===== config.mk =====
export PLATFORM = sky130hd
export DESIGN_NAME = debounce_bank
export DESIGN_NICKNAME = d
export VERILOG_FILES = /design/src/rtl/debounce_bank.sv
export SDC_FILE = /design/constraint.sdc
export NUM_CORES = 1
export LEC_CHECK = 0
export BUFFER_PORTS_ARGS = -buffer_cell sky130_fd_sc_hd__buf_2
export CORE_AREA = 8 8 107 109
export CTS_CLUSTER_SIZE = 30
export DETAILED_ROUTE_END_ITERATION = 16
export DIE_AREA = 0 0 115 117
export MAX_ROUTING_LAYER = met4
export PLACE_DENSITY = 0.67
export SYNTH_ARGS = -nofsm -noshare
export SYNTH_HDL_FRONTEND = slang
export SYNTH_SLANG_ARGS = --single-unit

===== constraint.sdc =====
create_clock -name clk -period 2.09 [get_ports clk]
set_input_delay 0.209 -clock clk [delete_from_list [all_inputs] [get_ports clk]]
set_output_delay 0.209 -clock clk [all_outputs]
set_load 0.03 [all_outputs]

===== src/rtl/debounce_bank.sv =====
// debounce_bank: multi-channel switch/button debouncer.
// Each channel synchronises its raw input, qualifies it over STABLE
// consecutive ticks and then publishes a clean level plus one-cycle
// rise/fall pulses. Channels share nothing but the tick enable.
module debounce_bank #(
  parameter int                  CHANNELS    = 8,
  parameter int                  STABLE      = 127,
  parameter int                  CNT_W       = 7,
  parameter int                  SYNC_STAGES = 2,
  parameter logic [CHANNELS-1:0] INIT        = {CHANNELS{1'b0}}
) (
  input  logic                clk,
  input  logic                rst_n,
  input  logic                tick,
  input  logic [CHANNELS-1:0] dirty,
  output logic [CHANNELS-1:0] clean,
  output logic [CHANNELS-1:0] rise,
  output logic [CHANNELS-1:0] fall,
  output logic                any_edge
);

  // Terminal count as a counter-width constant so comparisons stay width-matched.
  localparam logic [CNT_W-1:0] STABLE_C = CNT_W'(STABLE);
  localparam logic [CNT_W-1:0] CNT_ONE  = CNT_W'(1);

  for (genvar i = 0; i < CHANNELS; i++) begin : g_chan
    logic [SYNC_STAGES-1:0] sync_r;
    logic                   s;
    logic                   last_r;
    logic [CNT_W-1:0]       cnt_r;
    logic                   clean_r;
    logic                   rise_r;
    logic                   fall_r;

    assign s = sync_r[SYNC_STAGES-1];

    // Synchroniser chain: runs every clock, never gated by tick.
    always_ff @(posedge clk) begin
      if (!rst_n) begin
        sync_r <= {SYNC_STAGES{INIT[i]}};
      end else begin
        sync_r <= {sync_r[SYNC_STAGES-2:0], dirty[i]};
      end
    end

    // Qualification: any change restarts the count, a full count publishes the level.
    always_ff @(posedge clk) begin
      if (!rst_n) begin
        last_r  <= INIT[i];
        cnt_r   <= '0;
        clean_r <= INIT[i];
        rise_r  <= 1'b0;
        fall_r  <= 1'b0;
      end else begin
        rise_r <= 1'b0;
        fall_r <= 1'b0;
        if (s != last_r) begin
          last_r <= s;
          cnt_r  <= '0;
        end else if (tick && (cnt_r == STABLE_C)) begin
          clean_r <= last_r;
          if (last_r != clean_r) begin
            rise_r <= last_r;
            fall_r <= ~last_r;
          end
        end else if (tick && (cnt_r < STABLE_C)) begin
          cnt_r <= cnt_r + CNT_ONE;
        end
      end
    end

    assign clean[i] = clean_r;
    assign rise[i]  = rise_r;
    assign fall[i]  = fall_r;
  end

  assign any_edge = |(rise | fall);

endmodule


-- Word-level counts from Yosys, hierarchy flattened
Index checks and enable logic that the tools add are counted.
- add/subtract/negate cells: 8
- order comparisons: 8
- eq/ne operators: 24
- bitwise operators: 34
- reductions and logical operators: 49
- operator list (operator ; count):
    7-bit by 1-bit adder with 7-bit output, second input constant ; 8
    7-bit equality test, second input constant ; 8
    7-bit less-than comparator, second input constant ; 8
    1-bit NOT ; 33
    2-bit AND reduction ; 16
    4-bit OR reduction ; 8
    1-bit logical AND ; 16
    1-bit != test ; 16
    2-bit OR reduction ; 8
    8-bit bitwise OR ; 1
    8-bit OR reduction ; 1
- bits in registers: 104
- input port bits: 11
- output and inout port bits: 25
- logic and storage cells: 171

-- Longest topological paths before layout
Gate-level depths: netlist of the first run.
- word-level depth: 4
- depth in mapped cells: 5
- gate-level depth less buffers: 4

-- Least setup slack after synthesis of the first run
Ideal clock, no wire load.
- kind: reg-to-reg
- start point: reg g_chan[0].cnt_r[1]
- end point: reg g_chan[0].clean_r
- setup time: 0.122 ns
- arrival: 1.447 ns
- required time: 1.968 ns
- setup slack: 0.521 ns
- cell stages (with the launch flop): 5
- buffers on the path: 0
- period minus slack after synthesis: 1.569 ns
- path through: dfxtp_1 > ha_1 > nand2_1 > or3_1 > a311o_1
- cells in the longest elaborated chain, start to end: 3
- RTL lines (item ; RTL line ; RTL):
    start: declaration ; 30 ; logic [CNT_W-1:0] cnt_r;
    start signal: assignment ; 67 ; cnt_r <= cnt_r + CNT_ONE;
    7-bit equality test ; 60 ; end else if (tick && (cnt_r == STABLE_C)) begin
    1-bit logical AND ; 60 ;
    2-bit AND reduction (no source line) ; n/a ;
    end signal: assignment ; 51 ; clean_r <= INIT[i];
    end signal: assignment ; 61 ; clean_r <= last_r;
    end: declaration ; 31 ; logic clean_r;
Every way passes these cells.
A chain may end at the register's enable or synchronous reset.

-- Worst setup path in the final report of the first run
- start point: reg g_chan[0].fall_r
- end point: out any_edge
- cells in the longest elaborated chain, start to end: 2
- RTL lines (item ; RTL line ; RTL):
    start: declaration ; 33 ; logic fall_r;
    start signal: assignment ; 64 ; fall_r <= ~last_r;
    8-bit bitwise OR ; 77 ; assign any_edge = |(rise | fall);
    8-bit OR reduction ; 77 ;
    end: declaration ; 19 ; output logic any_edge
Every way passes these cells.

==> flow_summary_export.csv, run 1 <==
group,metric,value,unit
power,leakage,0.00183,uW
yosys,yosysTopAreaCell,"dfxtp_1",
cts,clock_path_buffers,2,
power,vdd_drop_max,0.381,mV
global_routing,grtUsageTotal,0.155,
hold_path,hold_start,"dirty[7]",
placement,dpl.hpwl,6.85,mm
layout,area_delta_synth_final,7.21,%
die,die_area,0.0135,sq mm
global_routing,antenna_found_initial,0,
power,power_density,712,mW/mm^2
route,route.detailed.drc,0,
critical_path,rr_startpoint,"g_chan[0].cnt_r[1]",
yosys,syn-instance-count,529,
yosys,synth.avg_cell_area,8.99,sq um
placement,io_buffers,35,
yosys,ys_types,43,
global_routing,grt-ovfl-total,0,
cts,clk_latency,0.37,ns
timing,slew_viol_final,0,
timing,clock.fmax,580,MHz
global_routing,first_global_vias,3519,
die,core_area,0.00991,sq mm
yosys,yosysWarningCount,0,
yosys,synthesis.area,0.00476,sq mm
yosys,synth_top_cell_area_share,0.438,
timing,holdWs,0.0383,ns
timing,slew_headroom,0.581,
route,first_pass_iters,4,
cts,htreeDepth,3,
die,core.rowCount,37,
cts,clk_pin_slew,0.09,ns
yosys,synth.area.top_cells,"dfxtp_1 44%, and2_1 5.5%, a211oi_1 4.7%, buf_4 4.1%, a21oi_1 2.7%",
route,via_count,3849,
cts,cts_hold_buf,0,
timing,hold_violations,0,
yosys,synthTopCellsByCount,"104 x dfxtp_1, 42 x and2_1, 30 x a211oi_1, 26 x a21oi_1, 26 x buf_4",
critical_path,cp.required,1.88,ns
layout,antenna_cells,0,
outcome,status,"finished clean",
timing,fin_setup_tns,0,ns
route,vias_per_cell,5.67,
flow_run,max_cap_viol_count,0,
yosys,synth-seq-cells,104,
timing,setup_viol,0,
critical_path,startpoint,"g_chan[0].fall_r",
route,wirelength,9.71,mm
layout,fillers,961,
global_routing,grt_max_degree,55,
yosys,synth_nets,548,
cts,ctsResizeCount,0,
die,ios,36,
timing,rsz0062_at_grt,"false",
die,initial_core_util,0.480,
timing,fin_crit,1.72,ns
die,die_y,117,microns
route,wl_per_cell,14.3,microns
placement,place_congestion,0.797,
critical_path,setup.worst_path.start_class,"flop",
route,ant_nets,0,
cts,tritoncts,"done",
cts,post-cts-setup-buffers,0,
critical_path,end_kind,"output port",
cts,cts-root-buf,"clkbuf_8",
hold_path,worst_hold_path_type,"in2reg",
yosys,synth_most_common_cell,"dfxtp_1",
critical_path,crit_fanout,2,
timing,worstMarginPinSlew,0.624,ns
yosys,ys.flop_type,"dfxtp_1",
timing,fin_skew,0.00630,ns
timing,post-route-period-util,0.825,
layout,drive_gt1_frac,0.103,
global_routing,grt_pass1_wl,16.2,mm
yosys,synth_edf_count,0,
critical_path,path_class,"reg2out",
route,dr.first_iter.drc_count,253,
yosys,synth-seq-area-share,0.438,
cts,cts.sinks,104,
critical_path,cp.arrival,1.51,ns
die,die_w,115,microns
yosys,async_flop_share,0,
layout,fin_nets,557,
cts,cts_inserted_buffers,9,
flip-flops by register name, summed over array words and instances, names as in the netlist:
name / count
g_chan.clean_r: 8
g_chan.rise_r: 8
g_chan.cnt_r: 56
g_chan.sync_r: 16
g_chan.last_r: 8
g_chan.fall_r: 8
worst max-delay path, stage by stage, from the launching register on:
cell and delay [ns]:
dfxtp_1 0.32, nor4_1 0.43, nand4_1 0.18, buf_2 0.22
routing by layer:
| metal | vias to the layer above | wire length [microns] | global-route usage |
|---|---|---|---|
| met5 | - | 0 | - |
| met4 | 0 | 103 | 0.0517 |
| met2 | 43 | 4570 | 0.247 |
| met1 | 1805 | 4750 | 0.187 |
| met3 | 9 | 277 | 0.0416 |
| li1 | 1992 | - | - |
worst paths after layout:
kind,to,slack [ns],cells after the start
worst max-delay path,any_edge,0.37,3
worst min-delay path,g_chan[7].sync_r[0],0.04,2
worst max register to register,g_chan[0].clean_r,0.39,4
worst min register to register,g_chan[6].sync_r[1],0.44,1
power by group:
group | total, uW | switching [uW] | leakage (uW) | internal (uW)
sequential | 2070 | 47.2 | 0.000844 | 2020
clock | 1380 | 677 | 0.000112 | 701
combinational | 184 | 109 | 0.000876 | 75.9
total | 3630 | 832 | 0.00183 | 2800
final cells by class:
type | count | area [sq um] | share of cell area
multi-input combinational | 362 | 2330 | 0.457
sequential | 104 | 2080 | 0.408
timing repair buffer | 38 | 210 | 0.0412
tap | 136 | 170 | 0.0334
clock buffer | 10 | 138 | 0.0270
inverter | 23 | 86.3 | 0.0169
clock inverter | 6 | 82.6 | 0.0162
layout by cell type, fill, tap and decap left out, drive strengths merged, types with 3 or more instances in the layout:
| master | count |
|---|---|
| a221oi | 5 |
| o211ai | 7 |
| a211oi | 30 |
| nor4 | 8 |
| a31oi | 17 |
| clkbuf | 10 |
| nor2 | 25 |
| buf | 38 |
| o21ai | 24 |
| a41oi | 4 |
| o21a | 6 |
| nor4bb | 6 |
| or4b | 6 |
| nand3b | 3 |
| and4 | 8 |
| nor2b | 11 |
| nor3 | 22 |
| a21oi | 26 |
| dfxtp | 104 |
| and3 | 18 |
| a311oi | 14 |
| nand3 | 26 |
| inv | 23 |
| nand4 | 15 |
| nand2b | 3 |
| clkinv | 3 |
| ha | 8 |
| xnor2 | 3 |
| and2 | 42 |
| nand2 | 11 |
through the flow:
stage / std cells / worst slack, ns / instance area [sq um] / util / power (uW)
final: 679 / 0.366 / 5100 / 0.515 / 3630
after floorplan: 529 / 0.521 / 4760 / - / 2240
after global placement: 663 / 0.466 / 4880 / 0.493 / 2290
after global routing: 679 / 0.277 / 5100 / 0.515 / 3800
after detailed placement: 663 / 0.411 / 4880 / 0.493 / 2300
after CTS: 679 / 0.291 / 5100 / 0.515 / 3680
cells by family after synthesis:
kind of cell    after synthesis  share of synthesized area
simple gates                209                      0.260
mux                           2                    0.00421
fa+ha+maj                     8                     0.0210
xor+xnor                      3                    0.00552
buf+inv                      63                     0.0723
compound gates              140                      0.199
flops                       104                      0.438
No activity file was read; power rests on OpenSTA's default activity.
==> run 2, diff against run 1 <==
PLACE_DENSITY = 0.7   (was 0.67)
clock period = 1.5 ns   (was 2.09 ns; I/O delays follow)
==> flow_summary_export.csv, run 2 (synthesis results as in run 1) <==
group,metric,value,unit
timing,clock.fmax,628,MHz
cts,cts-root-buf,"clkbuf_8",
placement,io_buffers,35,
critical_path,reg2reg_depth,4,
layout,largest_reg_flops,56,
global_routing,grt-ovfl-total,0,
route,route.detailed.drc,0,
power,power_density,905,mW/mm^2
timing,setup_viol,1,
timing,setup_ws,-0.0922,ns
die,initial_core_util,0.480,
cts,htreeDepth,3,
layout,final_area,0.00540,sq mm
layout,area_delta_synth_final,13.4,%
route,wirelength,10.5,mm
route,via_count,3995,
die,die_area,0.0135,sq mm
critical_path,crit_fanout,2,
global_routing,grt_pass1_wl,17.4,mm
cts,tritoncts,"done",
route,vias_per_cell,5.64,
global_routing,antenna_found_initial,0,
timing,fin_crit,1.59,ns
cts,cts_inserted_buffers,9,
die,core_area,0.00991,sq mm
placement,dpl.hpwl,7.42,mm
timing,post-route-period-util,1.06,
hold_path,hold_depth,4,
die,core.rowCount,37,
critical_path,setup.worst_path.start_class,"flop",
critical_path,cp.arrival,1.44,ns
global_routing,met1_usage,0.195,
route,dr.first_iter.drc_count,246,
critical_path,end_kind,"output port",
route,wl_per_cell,14.8,microns
timing,fin_skew,0.0141,ns
cts,clk_latency,0.36,ns
layout,drive_gt1_frac,0.175,
timing,worstMarginPinSlew,0.398,ns
outcome,violations,"setup timing",
placement,place_congestion,0.807,
layout,layout_common_cells,"94 x dfxtp_1, 42 x and2_1, 34 x buf_2",
die,die_y,117,microns
cts,clk_pin_slew,0.10,ns
timing,slew_viol_final,0,
layout,fin_nets,586,
outcome,status,"finished with violations",
timing,holdWs,0.228,ns
die,ios,36,
layout,top_register,"g_chan.cnt_r",
global_routing,grt_use_met3,0.0334,
global_routing,first_global_vias,3680,
critical_path,cp.required,1.35,ns
timing,hold_violations,0,
hold_path,worst_hold_path_type,"in2reg",
cts,clock_path_buffers,2,
route,ant_nets,0,
power,leakage,0.00194,uW
layout,reg.largest.list,"g_chan.cnt_r x56, g_chan.sync_r x16",
cts,cts.sinks,104,
global_routing,top_usage_layer,"met2",
critical_path,path_class,"reg2out",
layout,antenna_cells,0,
layout,final_common_cell,"dfxtp_1",
global_routing,grt_max_degree,51,
placement,postPlaceCellArea,0.00504,sq mm
route,first_pass_iters,4,
die,die_w,115,microns
cts,post-cts-setup-buffers,0,
global_routing,use_met2,0.269,
power,vdd_drop_max,0.508,mV
flow_run,max_cap_viol_count,0,
global_routing,grtUsageTotal,0.163,
timing,slew_headroom,0.735,
timing,rsz0062_at_grt,"true",
run 2: path summary, 6_finish.rpt:
| check | to | start | slack (ns) |
|---|---|---|---|
| max reg2reg | g_chan[0].clean_r | g_chan[0].cnt_r[1] | 0.07 |
| max | any_edge | g_chan[3].rise_r | -0.09 |
| min reg2reg | g_chan[2].sync_r[1] | g_chan[2].sync_r[0] | 0.44 |
| min | g_chan[0].fall_r | tick | 0.23 |
run 2: per-stage QoR:
step | cells | util | TNS (ns) | power, uW | setup WS (ns)
finish | 708 | 0.545 | -0.0922 | 4880 | -0.0922
floorplan | 529 | - | 0 | 3130 | 0.000491
CTS | 708 | 0.538 | -0.110 | 4930 | -0.110
detailed placement | 684 | 0.509 | 0 | 3240 | 0.0471
global route | 708 | 0.545 | -0.217 | 5110 | -0.189
global placement | 684 | 0.509 | 0 | 3220 | 0.101
run 2: routing by layer:
metal | share of wire | wire [microns]
met5 | 0 | 0
met4 | 0.016 | 169
met3 | 0.039 | 403
met2 | 0.48 | 4980
met1 | 0.47 | 4910
run 2: power breakdown:
group          internal [uW]  switching, uW
Sequential              2820           62.5
Clock                    671           1010
Combinational            147            172
Total                   3640           1240
run 2: layout make-up:
cell class	count	area [sq um]
Fill cell	920	4510
Multi-Input combinational cell	362	2400
Sequential cell	104	2090
Timing Repair Buffer	67	454
Tap cell	136	170
Clock buffer	10	138
Inverter	23	86.3
Clock inverter	6	50.0
run 2: what timing repair did:
action	CTS	global route
hold buffers	8	0
resized for setup	5	20
pin swaps	1	1
setup endpoints to repair	1	26
endpoints found under the hold margin	8	0
run 2: critical path, cell delays in order, from the launching register on:
cell     delay (ns)
dfxtp_2        0.35
nor4_4         0.26
buf_4          0.15
nand4_1        0.14
buf_6          0.18
==> run 3, diff against run 2 <==
BUFFER_PORTS_ARGS = -buffer_cell sky130_fd_sc_hd__clkbuf_2   (was -buffer_cell sky130_fd_sc_hd__buf_2)
SKIP_CTS_REPAIR_TIMING = 1   (was unset)
==> flow_summary_export.csv, run 3 (synthesis results as in run 1) <==
group,metric,value,unit
route,vias_per_cell,5.68,
timing,worstMarginPinSlew,0.633,ns
power,p_seq_frac,0.612,
cts,clk_pin_slew,0.09,ns
cts,tritoncts,"done",
global_routing,antenna_found_initial,0,
critical_path,crit_fanout,2,
die,die_y,117,microns
route,route.detailed.drc,0,
die,core.rowCount,37,
timing,clock.fmax,628,MHz
outcome,violations,"setup timing",
power,p_switching,1160,uW
die,die_w,115,microns
route,dr.first_iter.drc_count,250,
power,vdd_drop_max,0.480,mV
timing,fin_skew,0.00987,ns
power,pwr-share-clk,0.324,
cts,cts_inserted_buffers,9,
flow_run,max_cap_viol_count,0,
layout,antenna_cells,0,
cts,cts-root-buf,"clkbuf_8",
die,ios,36,
global_routing,grtUsageTotal,0.158,
route,first_pass_iters,4,
layout,largest_reg_flops,56,
die,initial_core_util,0.480,
critical_path,cp.required,1.35,ns
route,wirelength,10.1,mm
layout,fin_nets,579,
critical_path,end_kind,"output port",
cts,cts.sinks,104,
layout,final_common_cell,"dfxtp_1",
power,p_int,3550,uW
cts,htreeDepth,3,
placement,dpl.hpwl,7.18,mm
timing,slew_headroom,0.575,
global_routing,grt_max_degree,49,
die,core_area,0.00991,sq mm
route,ant_nets,0,
power,fin_total_pwr,4710,uW
timing,rsz0062_at_grt,"true",
global_routing,grt-ovfl-total,0,
layout,fillers,933,
cts,clock_path_buffers,2,
die,die_area,0.0135,sq mm
timing,fin_crit,1.59,ns
placement,io_buffers,35,
critical_path,setup.worst_path.start_class,"flop",
timing,slew_viol_final,0,
power,power_density,890,mW/mm^2
hold_path,worst_hold_path_type,"in2reg",
power,swShare,0.247,
placement,place_congestion,0.798,
placement,place_ws,0.0164,ns
layout,top_register,"g_chan.cnt_r",
power,p_comb_frac,0.064,
layout,area_delta_synth_final,11.2,%
critical_path,path_class,"reg2out",
layout,reg.largest.list,"g_chan.cnt_r x56, g_chan.sync_r x16",
timing,setup_viol,1,
layout,drive_gt1_frac,0.149,
layout,layout_common_cells,"98 x dfxtp_1, 42 x and2_1, 34 x clkbuf_2",
global_routing,grt_pass1_wl,16.6,mm
layout,fin_util,0.534,
power,leakage,0.00187,uW
timing,hold_violations,0,
global_routing,first_global_vias,3626,
outcome,status,"finished with violations",
timing,post-route-period-util,1.06,
critical_path,cp.arrival,1.44,ns
cts,clk_latency,0.36,ns
route,wl_per_cell,14.5,microns
timing,setup_ws,-0.0932,ns
route,via_count,3978,
timing,fin_setup_tns,-0.0932,ns
==> run 3: worst max-delay path: stages, from the launching register on <==
cell and delay, ns:
dfxtp_2 0.35, nor4_4 0.26, buf_4 0.15, nand4_1 0.14
buf_6 0.19
==> run 3: power groups by stage <==
stage	registers, uW	clock network, uW	logic, uW
final	2880	1520	302
after global routing	2890	1700	338
after CTS	2880	1570	283
after detailed placement	2940	0	282
after global placement	2940	0	273
after floorplan	2930	0	198
==> run 3: final timing paths <==
path	endpoint	start	cells past startpoint	slack, ns
max	any_edge	g_chan[3].rise_r	4	-0.09
min	g_chan[2].sync_r[0]	dirty[2]	2	0.03
max reg2reg	g_chan[0].clean_r	g_chan[0].cnt_r[1]	4	0.06
min reg2reg	g_chan[5].sync_r[1]	g_chan[5].sync_r[0]	1	0.43
==> run 3: metal layers <==
metal,global-route usage,share of wire,vias up
li1,-,-,2035
met1,0.185,0.46,1875
met2,0.255,0.49,55
met3,0.0395,0.038,13
met4,0.0665,0.016,0
met5,-,0,-
==> run 3: area by class of cell <==
class	instances	area, sq um	share of cell area
multi-input combinational	362	2380	0.450
timing repair buffer	60	399	0.0754
clock buffer	10	128	0.0241
clock inverter	5	35.0	0.00662
tap	136	170	0.0322
sequential	104	2090	0.395
inverter	23	86.3	0.0163
==> run 3: through the flow <==
step | hold WS, ns | instance area (sq um) | cells
2_1_floorplan | 0.277 | 4760 | 529
3_3_place_gp | 0.356 | 5000 | 678
3_5_place_dp | 0.361 | 5000 | 678
4_1_cts | -0.0297 | 5160 | 693
5_1_grt | 0.0109 | 5290 | 700
6_report | 0.0274 | 5290 | 700
